`src/rtl/cordic_control_unit.sv`:
```
// Sequencing FSM for the CORDIC datapath: one full operation per accepted START.
// Optional ACK watchdog enabled by defining CORDIC_CU_WATCHDOG_EN.
module cordic_control_unit #(
  parameter int unsigned D        = 5,
  parameter int unsigned N_ITER   = 25,
  parameter int unsigned WD_LIMIT = 255
) (
  input  logic         CLK,
  input  logic         RST,
  input  logic         START,
  input  logic         ACK_SUM,
  input  logic         O_F,
  input  logic         U_F,
  input  logic [D-1:0] CONT_ITERA,
  output logic         MS_1,
  output logic [1:0]   MS_2,
  output logic [1:0]   MS_3,
  output logic [1:0]   MS_4,
  output logic         ADD_SUBT,
  output logic         BEGIN_SUM,
  output logic         EN_REG1X,
  output logic         EN_REG1Y,
  output logic         EN_REG1Z,
  output logic         EN_REG2,
  output logic         EN_REG2XYZ,
  output logic         EN_REG3,
  output logic         EN_REG4,
  output logic         CLK_CDIR,
  output logic         BUSY,
  output logic         DONE,
  output logic         ERR
);

  typedef enum logic [4:0] {
    S_IDLE, S_LOAD, S_ZINIT, S_INIT_SUM, S_INIT_WAIT, S_INIT_WR, S_LUTW, S_SHIFT,
    S_CH_PREV, S_CH_SUM, S_CH_WAIT, S_CH_WR, S_NEXT, S_FIN_SUM, S_FIN_WAIT,
    S_FIN_WR, S_REWIND, S_DONE
  } state_t;

  typedef enum logic [1:0] {CH_Z = 2'd0, CH_Y = 2'd1, CH_X = 2'd2} chan_t;

  localparam logic [D-1:0] LAST_IDX = D'(N_ITER - 1);

  state_t state, state_nx;
  chan_t  chan, chan_nx;
  logic   err_nx;
  logic   waiting;
  logic   ack_ok;
  logic   wd_trip;

  assign waiting = (state == S_INIT_WAIT) || (state == S_CH_WAIT) || (state == S_FIN_WAIT);
  assign ack_ok  = waiting && ACK_SUM;

`ifdef CORDIC_CU_WATCHDOG_EN
  localparam int unsigned WD_W = $clog2(WD_LIMIT + 1);
  logic [WD_W-1:0] wd_cnt;

  always_ff @(posedge CLK or posedge RST) begin
    if (RST)                   wd_cnt <= '0;
    else if (waiting && !ACK_SUM) wd_cnt <= wd_cnt + 1'b1;
    else                       wd_cnt <= '0;
  end

  assign wd_trip = waiting && !ACK_SUM && (wd_cnt == WD_W'(WD_LIMIT - 1));
`else
  assign wd_trip = 1'b0;
`endif

  always_ff @(posedge CLK or posedge RST) begin
    if (RST) begin
      state <= S_IDLE;
      chan  <= CH_X;
      ERR   <= 1'b0;
    end else begin
      state <= state_nx;
      chan  <= chan_nx;
      ERR   <= err_nx;
    end
  end

  always_comb begin
    state_nx   = state;
    chan_nx    = chan;
    err_nx     = ERR;
    MS_1       = 1'b0;
    MS_2       = 2'd0;
    MS_3       = 2'd0;
    MS_4       = 2'd0;
    ADD_SUBT   = 1'b0;
    BEGIN_SUM  = 1'b0;
    EN_REG1X   = 1'b0;
    EN_REG1Y   = 1'b0;
    EN_REG1Z   = 1'b0;
    EN_REG2    = 1'b0;
    EN_REG2XYZ = 1'b0;
    EN_REG3    = 1'b0;
    EN_REG4    = 1'b0;
    CLK_CDIR   = 1'b0;
    DONE       = 1'b0;
    BUSY       = (state != S_IDLE) && (state != S_DONE);

    if (ack_ok && (O_F || U_F)) err_nx = 1'b1;

    case (state)
      S_IDLE: if (START) begin
        err_nx   = 1'b0;
        state_nx = S_LOAD;
      end
      S_LOAD: begin
        EN_REG3  = 1'b1;
        state_nx = S_ZINIT;
      end
      S_ZINIT: begin
        MS_1     = 1'b1;
        EN_REG1Z = 1'b1;
        chan_nx  = CH_X;
        state_nx = S_INIT_SUM;
      end
      S_INIT_SUM: begin
        MS_4      = 2'd2;
        ADD_SUBT  = (chan == CH_Y);
        BEGIN_SUM = 1'b1;
        state_nx  = S_INIT_WAIT;
      end
      S_INIT_WAIT: begin
        MS_4     = 2'd2;
        ADD_SUBT = (chan == CH_Y);
        if (ACK_SUM) state_nx = S_INIT_WR;
      end
      S_INIT_WR: begin
        MS_4     = 2'd2;
        ADD_SUBT = (chan == CH_Y);
        if (chan == CH_X) begin
          EN_REG1X = 1'b1;
          chan_nx  = CH_Y;
          state_nx = S_INIT_SUM;
        end else begin
          EN_REG1Y = 1'b1;
          state_nx = S_LUTW;
        end
      end
      S_LUTW: state_nx = S_SHIFT;
      S_SHIFT: begin
        EN_REG2  = 1'b1;
        chan_nx  = CH_X;
        state_nx = S_CH_PREV;
      end
      S_CH_PREV: begin
        MS_2       = chan;
        MS_3       = chan;
        EN_REG2XYZ = 1'b1;
        state_nx   = S_CH_SUM;
      end
      S_CH_SUM: begin
        MS_2      = chan;
        MS_3      = chan;
        MS_4      = 2'd1;
        BEGIN_SUM = 1'b1;
        state_nx  = S_CH_WAIT;
      end
      S_CH_WAIT: begin
        MS_2 = chan;
        MS_3 = chan;
        MS_4 = 2'd1;
        if (ACK_SUM) state_nx = S_CH_WR;
      end
      S_CH_WR: begin
        MS_2 = chan;
        MS_3 = chan;
        MS_4 = 2'd1;
        case (chan)
          CH_X: begin EN_REG1X = 1'b1; chan_nx = CH_Y; state_nx = S_CH_PREV; end
          CH_Y: begin EN_REG1Y = 1'b1; chan_nx = CH_Z; state_nx = S_CH_PREV; end
          default: begin EN_REG1Z = 1'b1; state_nx = S_NEXT; end
        endcase
      end
      S_NEXT: begin
        // Counter steps on every NEXT so N_ITER == 2**D wraps to 0 with no rewind.
        CLK_CDIR = 1'b1;
        state_nx = (CONT_ITERA == LAST_IDX) ? S_FIN_SUM : S_LUTW;
      end
      S_FIN_SUM: begin
        BEGIN_SUM = 1'b1;
        state_nx  = S_FIN_WAIT;
      end
      S_FIN_WAIT: if (ACK_SUM) state_nx = S_FIN_WR;
      S_FIN_WR: begin
        EN_REG4  = 1'b1;
        state_nx = S_REWIND;
      end
      S_REWIND: begin
        if (CONT_ITERA != '0) CLK_CDIR = 1'b1;
        else                  state_nx = S_DONE;
      end
      S_DONE: begin
        DONE     = 1'b1;
        state_nx = S_IDLE;
      end
      default: state_nx = S_IDLE;
    endcase

    if (wd_trip) begin
      err_nx   = 1'b1;
      state_nx = S_REWIND;
    end
  end

endmodule

```
`config.mk`:
```
export PLATFORM = sky130hd
export DESIGN_NAME = cordic_control_unit
export DESIGN_NICKNAME = d
export VERILOG_FILES = /design/src/rtl/cordic_control_unit.sv
export SDC_FILE = /design/constraint.sdc
export NUM_CORES = 1
export LEC_CHECK = 0
export BUFFER_PORTS_ARGS = -buffer_cell sky130_fd_sc_hd__buf_2
export CAP_MARGIN = 15
export CELL_PAD_IN_SITES_DETAIL_PLACEMENT = 0
export CELL_PAD_IN_SITES_GLOBAL_PLACEMENT = 1
export CORE_MARGIN = 2
export CORE_UTILIZATION = 36
export DETAILED_ROUTE_END_ITERATION = 10
export PLACE_DENSITY = 0.87
export SYNTH_ARGS = -nofsm -noshare
export SYNTH_HDL_FRONTEND = slang
export SYNTH_SLANG_ARGS = --single-unit
```
`constraint.sdc`:
```
create_clock -name CLK -period 3.8 [get_ports CLK]
set_clock_uncertainty 0.2 [all_clocks]
set_input_delay 0 -clock CLK [delete_from_list [all_inputs] [get_ports CLK]]
set_output_delay 0 -clock CLK [all_outputs]
set_load 0.02 [all_outputs]
```
==> metrics.txt, run 1 <==
status finished, final reports clean; final hold viol count 0; TNS Setup 0 ns; antenna violations before repair 0; Syn Inst Count 113; Synth Net Count between 100 and 150; Syn Std Cell Area roughly 820 sq um; Core ar. around 2200 sq um; asr flop ratio synth 1.000; most common library cells after synthesis nor2_1, a21oi_1, dfrtp_1, inv_1, nand2_1; Crit. End Element register; CTS Root Cell clkbuf_4; layout cell share with drive strength beyond 1 0.2662; Worst Hold Class input pin to async pin; DR iter-0 viols 32; maximum clock rate between 300 and 400 MHz; clock latency on the worst-skew pair between 0.2 and 0.3 ns; DP Wirelength 1.474 mm; most frequent cell after synthesis nor2_1; GRT Total Usage 0.1805; clock buffer depth 2; H-tree lvl count 1; Avg Cell Area, Syn approximately 7.2 sq um; post-layout min period around 2.6 ns; grt total ovfl 0; PnR Total Power approximately 0.83 mW; Yosys warning count 0; RSZ-0062 raised after global routing no; clk sinks 8; Critical Path AT between 2 and 3 ns; Post-layout nets around 150; via count approximately 900; Antenna diodes 0; sequential area share after synthesis 0.2466; EDFF count, synth 0; clock-pin slew on the worst setup and hold paths ~0.06 ns; Final ANT Viol Nets 0; Cell Rows 17; Die Area 2667 sq um; die height approximately 52 um; largest cells by area after synthesis dfrtp_1, a21oi_1, nor2_1; Yosys top cell area share 0.2144; TritonRoute pass-1 iters 4; post-cts gate resize count 0; worst slew pin tran 0.7197 ns; postcts setup bufs 0; Most used DFF post-synth dfrtp_1; Critical Path RT approximately 3.7 ns; WL final 2.152 mm; CTS tree yes; max_cap viols 0; max_slew headroom 0.5202; VDD IR max 0.0003642 V; crit-path cells nor4_1 -> a21oi_1 -> a31oi_1 -> a221oi_2 -> dlygate4sd3_1; Area after DPL about 930 sq um; Pleak around 0.48 nW; wire per inst about 13 um; hold_buf cts 5; largest net degree at the start of global routing 28; first-pass GRT wire length roughly 3.7 mm; crit path kind register to register; final worst path period share 0.6867; Synth area leader dfrtp_1; count of cell types in the netlist 38; fin cells between 150 and 200; final setup violating endpoints 0; Worst path slowest cell nor4_1; power density over cell area ~830 nW/um^2; CP peak stage delay about 0.70 ns; die width ~52 um; vias in the first global route slightly below 900; Num CTS Buffers 3; Initial Utilization 0.3766; number of synthesized register bits 8; DRC viols 0; Critical Path Fanout Max 20; Final Instance Area between 1000 and 1500 sq um; Buffers on Ports 30; Final Wtd Congestion ~0.84; CP Launch Type register; final slew viol count 0; # IOs 31; # placed instances approximately 160; Via-to-Cell Ratio 5.365; Area Overhead vs Synth 22.82%
==> placed cells by master (no fill, tap or decap) <==
cell,count
nor2b_1,4
and2_1,2
a21oi_1,9
clkbuf_1,1
nand2_1,7
nand3_1,4
a21o_1,1
a221oi_2,1
dlygate4sd3_1,5
and4b_1,1
nor3b_1,3
inv_1,7
nor4_1,2
clkbuf_4,3
o31ai_1,1
o21ai_0,5
nand3b_1,3
o21ai_1,1
dfstp_2,1
nor2_1,12
and4bb_1,1
and2b_1,1
o21a_1,1
a31oi_1,4
a22o_1,2
nor3_1,6
xor2_1,1
buf_2,30
or2_2,2
dfrtp_1,7
a221o_1,1
or3_1,1
nand2b_1,2
nand4b_1,1
a211oi_1,2
ha_1,2
o211ai_1,1
and3_1,1
==> critical path, delay by kind of cell, from the launching register on <==
kind                   cells  cell delay (ns)
AOI/OAI and AO/OA          3             0.43
and+or+nand+nor            1             0.70
DFF                        1             0.60
buffers and inverters      1             0.56
==> power breakdown <==
part           internal, mW  switching [mW]
Sequential            0.127           0.121
Clock                0.0404          0.0320
Combinational         0.233           0.281
Total                 0.400           0.434
==> metrics by stage <==
stage / worst slack, ns / util / hold WS [ns]
2_1_floorplan: 1.820 / - / -0.3851
3_3_place_gp: 1.745 / 0.4273 / -0.2386
3_5_place_dp: 1.702 / 0.4273 / -0.2396
4_1_cts: 1.251 / 0.4625 / 0.03495
5_1_grt: 1.045 / 0.4625 / 0.08696
6_report: 1.191 / 0.4625 / 0.02431
==> area by class of cell <==
type	count	area [sq um]
Clock buffer	4	26.28
Fill cell	242	1166
Inverter	7	26.28
Multi-Input combinational cell	85	514.2
Sequential cell	8	201.4
Tap cell	28	35.03
Timing Repair Buffer	35	200.2
==> flip-flops by register name, indices dropped and copies added, names as in the netlist <==
name / flops
chan: 2
state: 5
ERR: 1
==> per-layer routing <==
metal	routed length, um	track usage	vias up
li1	-	-	450
met1	938	0.2129	407
met2	1083	0.3355	35
met3	106	0.01724	4
met4	23	0.06579	0
met5	0	0	-
==> final timing paths <==
path | from | end | slack (ns) | cells past startpoint
min reg2reg | chan[0]$_DFFE_PP0P_ | chan[0]$_DFFE_PP0P_ | 0.34 | 1
min | RST | ERR$_DFF_PP0_ | 0.02 | 3
max reg2reg | state[0]$_DFFE_PP0P_ | state[0]$_DFFE_PP0P_ | 1.19 | 5
min in group CLK | CONT_ITERA[3] | state[3]$_DFFE_PP0P_ | 0.03 | 5
max | state[0]$_DFFE_PP0P_ | state[0]$_DFFE_PP0P_ | 1.19 | 5
max in group asynchronous | RST | chan[1]$_DFFE_PP1P_ | 3.08 | 3
==> logic make-up after synthesis <==
family	Yosys count	synth area share
AO/OA/AOI/OAI	29	0.2297
XOR/XNOR	1	0.01072
adder cells (fa/ha/maj)	2	0.03062
buffers and inverters	20	0.1240
flip-flops	8	0.2466
AND/OR/NAND/NOR	53	0.3583
Power figures use the tool's default switching activity.
==> inputs of run 2 (changes only) <==
--- a/config.mk
+++ b/config.mk
@@ -5,14 +5,15 @@
 export SDC_FILE = /design/constraint.sdc
 export NUM_CORES = 1
 export LEC_CHECK = 0
+export ABC_AREA = 1
 export BUFFER_PORTS_ARGS = -buffer_cell sky130_fd_sc_hd__buf_2
 export CAP_MARGIN = 15
 export CELL_PAD_IN_SITES_DETAIL_PLACEMENT = 0
 export CELL_PAD_IN_SITES_GLOBAL_PLACEMENT = 1
 export CORE_MARGIN = 2
-export CORE_UTILIZATION = 36
+export CORE_UTILIZATION = 30
 export DETAILED_ROUTE_END_ITERATION = 10
-export PLACE_DENSITY = 0.87
+export PLACE_DENSITY = 0.8
 export SYNTH_ARGS = -nofsm -noshare
 export SYNTH_HDL_FRONTEND = slang
 export SYNTH_SLANG_ARGS = --single-unit
==> constraint.sdc (replaced) <==
create_clock -name CLK -period 2.7 [get_ports CLK]
set_clock_uncertainty 0.2 [all_clocks]
set_input_delay 0 -clock CLK [delete_from_list [all_inputs] [get_ports CLK]]
set_output_delay 0 -clock CLK [all_outputs]
set_load 0.02 [all_outputs]
==> run 2 against run 1 <==
Net effect:
- clock power up 41%
- sequential share of layout area down 0.22 points
- total power increased by 26%
- worst setup slack got worse by 0.73 ns
- critical path depth rose by 5
- final area increased by 1.1%
- largest power group unchanged
==> metrics.txt, run 2 <==
CTS tree yes; RR Endpoint state[0]$_DFFE_PP0P_; RSZ-0062 raised after global routing no; die height 54.03 um (+4.6%); clock share of power 0.097 (+0.010); clk sinks 8 (unchanged); maximum clock rate ~450 MHz; number of synthesized register bits 8 (unchanged); sequential area share after synthesis 0.2683 (+0.02178); Worst R2R Setup Slack 0.61 ns (-0.58 ns); Cell Rows 18 (+1); CP Launch Type input pin; Internal 0.4782 mW (+19%); die width 54.03 um (+4.6%); switching share of power 0.5459 (+0.02568); biggest regs state (5), chan (2), ERR (1); Num CTS Buffers 3 (unchanged); EDFF count, synth 0 (unchanged); # IOs 31 (unchanged); Critical Path RT 2.65 ns (-1.09 ns); Synth Area in Compound Gates 0.07167 (-0.1580); sequential share of power 0.236 (-0.061); Initial Utilization 0.3086 (-0.06794); status finished, final reports clean; first-pass GRT wire length 3.443 mm (-6.5%); Crit. End Element register; GRT Total Usage 0.1626 (-0.01792); max reg flops 5 (unchanged); via count 904 (+0.89%); hold_buf cts 8 (+3); layout cell share with drive strength beyond 1 0.3171 (+0.05089); WL final 1.984 mm (-7.8%); most frequent cell after synthesis nand2_1; vias in the first global route 823 (-4.9%); fillers 268 (+11%); post-layout min period approximately 2.2 ns; final worst path period share 0.8312; Final Wtd Congestion 0.7883 (-5.9%); mux share of post-synthesis cell area 0 (unchanged); DR iter-0 viols 19 (-41%); XOR/XNOR Fraction of Synth Area 0 (-0.01072); wire per inst 10.23 um (-21%); max_cap viols 0 (unchanged); worst setup path startpoint CONT_ITERA[3]; DRC viols 0 (unchanged); Setup crit end state[0]$_DFFE_PP0P_; Synth area leader dfrtp_1; DP Wirelength 1.619 mm (+9.8%); final hold viol count 0 (unchanged); Gate power share 0.667 (+0.050); grt met2 use 0.2744 (-0.06108); main combinational cell family by area after synthesis simple AND/OR/NAND/NOR gates; final slew viol count 0 (unchanged); Antenna diodes 0 (unchanged); Largest Register state; grt total ovfl 0 (unchanged); most common library cells after synthesis nand2_1, nor2_1, inv_1; Psw 0.5748 mW (+32%); TNS Setup 0 ns (unchanged); largest cells by area after synthesis dfrtp_1, nand2_1, nor2_1; Pleak 0.6231 nW (+29%); VDD IR max 0.0004162 V (+14%); Synth Net Count 139 (+10%); Synth Area in Adders 0.03333 (+0.002705); Yosys warning count 0 (unchanged); final setup violating endpoints 0 (unchanged); worst reg-to-reg path cell count 7 (+2); Area Overhead vs Synth 35.17%; Critical Path AT 2.19 ns (-0.36 ns); Syn Inst Count 126 (+12%); worst slew pin tran 0.3565 ns (-0.3632 ns); power density over cell area 1038 nW/um^2 (+25%); Most used DFF post-synth dfrtp_1; TritonRoute pass-1 iters 4 (unchanged); largest net degree at the start of global routing 12 (-57%); clock latency on the worst-skew pair 0.26 ns (about the same); H-tree lvl count 1 (unchanged); count of cell types in the netlist 19 (-50%); post-cts gate resize count 0 (unchanged); clock-pin slew on the worst setup and hold paths 0.06 ns (about the same); Critical Path Fanout Max 2 (-90%); postcts setup bufs 0 (unchanged); Via-to-Cell Ratio 4.660 (-13%); Post-layout nets 178 (+16%); Final ANT Viol Nets 0 (unchanged); Simple-Gate Fraction of Synth Area 0.4617 (+0.1033); Avg Cell Area, Syn 5.958 sq um (-18%); most frequent cells in the layout nand2_1, buf_2, nor2_1, inv_1, nand3_1; M3 GR Usage 0.01667 (-0.0005747); clock buffer depth 2 (unchanged); met1 usage 0.2121 (-0.0007589); asr flop ratio synth 1.000 (unchanged); Yosys top cell area share 0.2333 (+0.01894); Buffers on Ports 30 (unchanged); Die Area 2919 sq um (+9.5%); Fin Hold WS 0.02008 ns (-0.004226 ns); antenna violations before repair 0 (unchanged); crit path kind input pin to register; Critical R2R Launch state[0]$_DFFE_PP0P_; GRT busiest layer met2; max_slew headroom 0.7601 (+0.2399); CTS Root Cell clkbuf_4; Worst Hold Class input pin to async pin; Syn Std Cell Area 750.7 sq um (-8.1%); Core ar. 2432 sq um (+12%)
==> run 2: cell count changes after synthesis, moves of 4 or more <==
| cell | change |
|---|---|
| inv_1 | +9 |
| nor2_1 | +12 |
| nand4_1 | +4 |
| nor2_2 | +4 |
| clkbuf_1 | -5 |
| nand2_1 | +23 |
| a31oi_1 | -4 |
| nor3_1 | -6 |
| nor2b_1 | -4 |
| a21oi_1 | -7 |
| nand3_1 | +7 |
| inv_2 | +9 |
==> run 2: how the worst min path moves through the flow <==
stage          start                   end  slack (ns)
5_1_grt          RST  state[0]$_DFFE_PP0P_        0.05
3_5_place_dp     RST   chan[0]$_DFFE_PP0P_       -0.24
4_1_cts          RST         ERR$_DFF_PP0_        0.03
2_1_floorplan    RST         ERR$_DFF_PP0_       -0.39
3_3_place_gp     RST   chan[0]$_DFFE_PP0P_       -0.24
6_report         RST         ERR$_DFF_PP0_        0.02
==> run 2: power by group through the flow <==
stage	Combinational [mW]	Clock, mW	Sequential (mW)
after floorplan	0.515	0	0.236
after global placement	0.680	0	0.248
after detailed placement	0.673	0	0.250
after CTS	0.704	0.107	0.248
after global routing	0.801	0.112	0.258
final	0.703	0.102	0.249
==> run 2: layout make-up <==
cell class | count | area [sq um] | area share
multi-input combinational | 89 | 425.4 | 0.4192
clock buffer | 4 | 26.28 | 0.02589
inverter | 25 | 93.84 | 0.09248
sequential | 8 | 201.4 | 0.1985
timing repair buffer | 38 | 230.2 | 0.2269
tap | 30 | 37.54 | 0.03699
==> run 2: cell families after synthesis <==
group                      after synthesis
buffers and inverters                   29
DFF                                      8
AOI/OAI and AO/OA                        9
and+or+nand+nor                         78
adders and majority gates                2
==> run 2: per-layer routing <==
metal | share of wire | vias up
li1 | - | 466
met1 | 0.44 | 416
met2 | 0.51 | 20
met3 | 0.036 | 2
met4 | 0.0050 | 0
met5 | 0 | -
==> run 2: critical path: stages <==
cell,delay (ns)
dlygate4sd3_1,0.54
buf_2,0.13
nand2_1,0.05
dlygate4sd3_1,0.55
nor2_1,0.05
dlygate4sd3_1,0.56
nand2_1,0.09
nand3_1,0.07
nor2_1,0.10
nor2_1,0.05
==> run 2: metrics by stage <==
stage            util  setup WS [ns]  instance area, sq um  instances  power (mW)
3_3_place_gp   0.3735          1.117                 908.4        182      0.9280
4_1_cts        0.4172         0.5089                  1015        194       1.059
2_1_floorplan       -         0.9056                 750.7        126      0.7508
5_1_grt        0.4172         0.3805                  1015        194       1.171
6_report       0.4172         0.4559                  1015        194       1.053
3_5_place_dp   0.3735          1.132                 908.4        182      0.9230
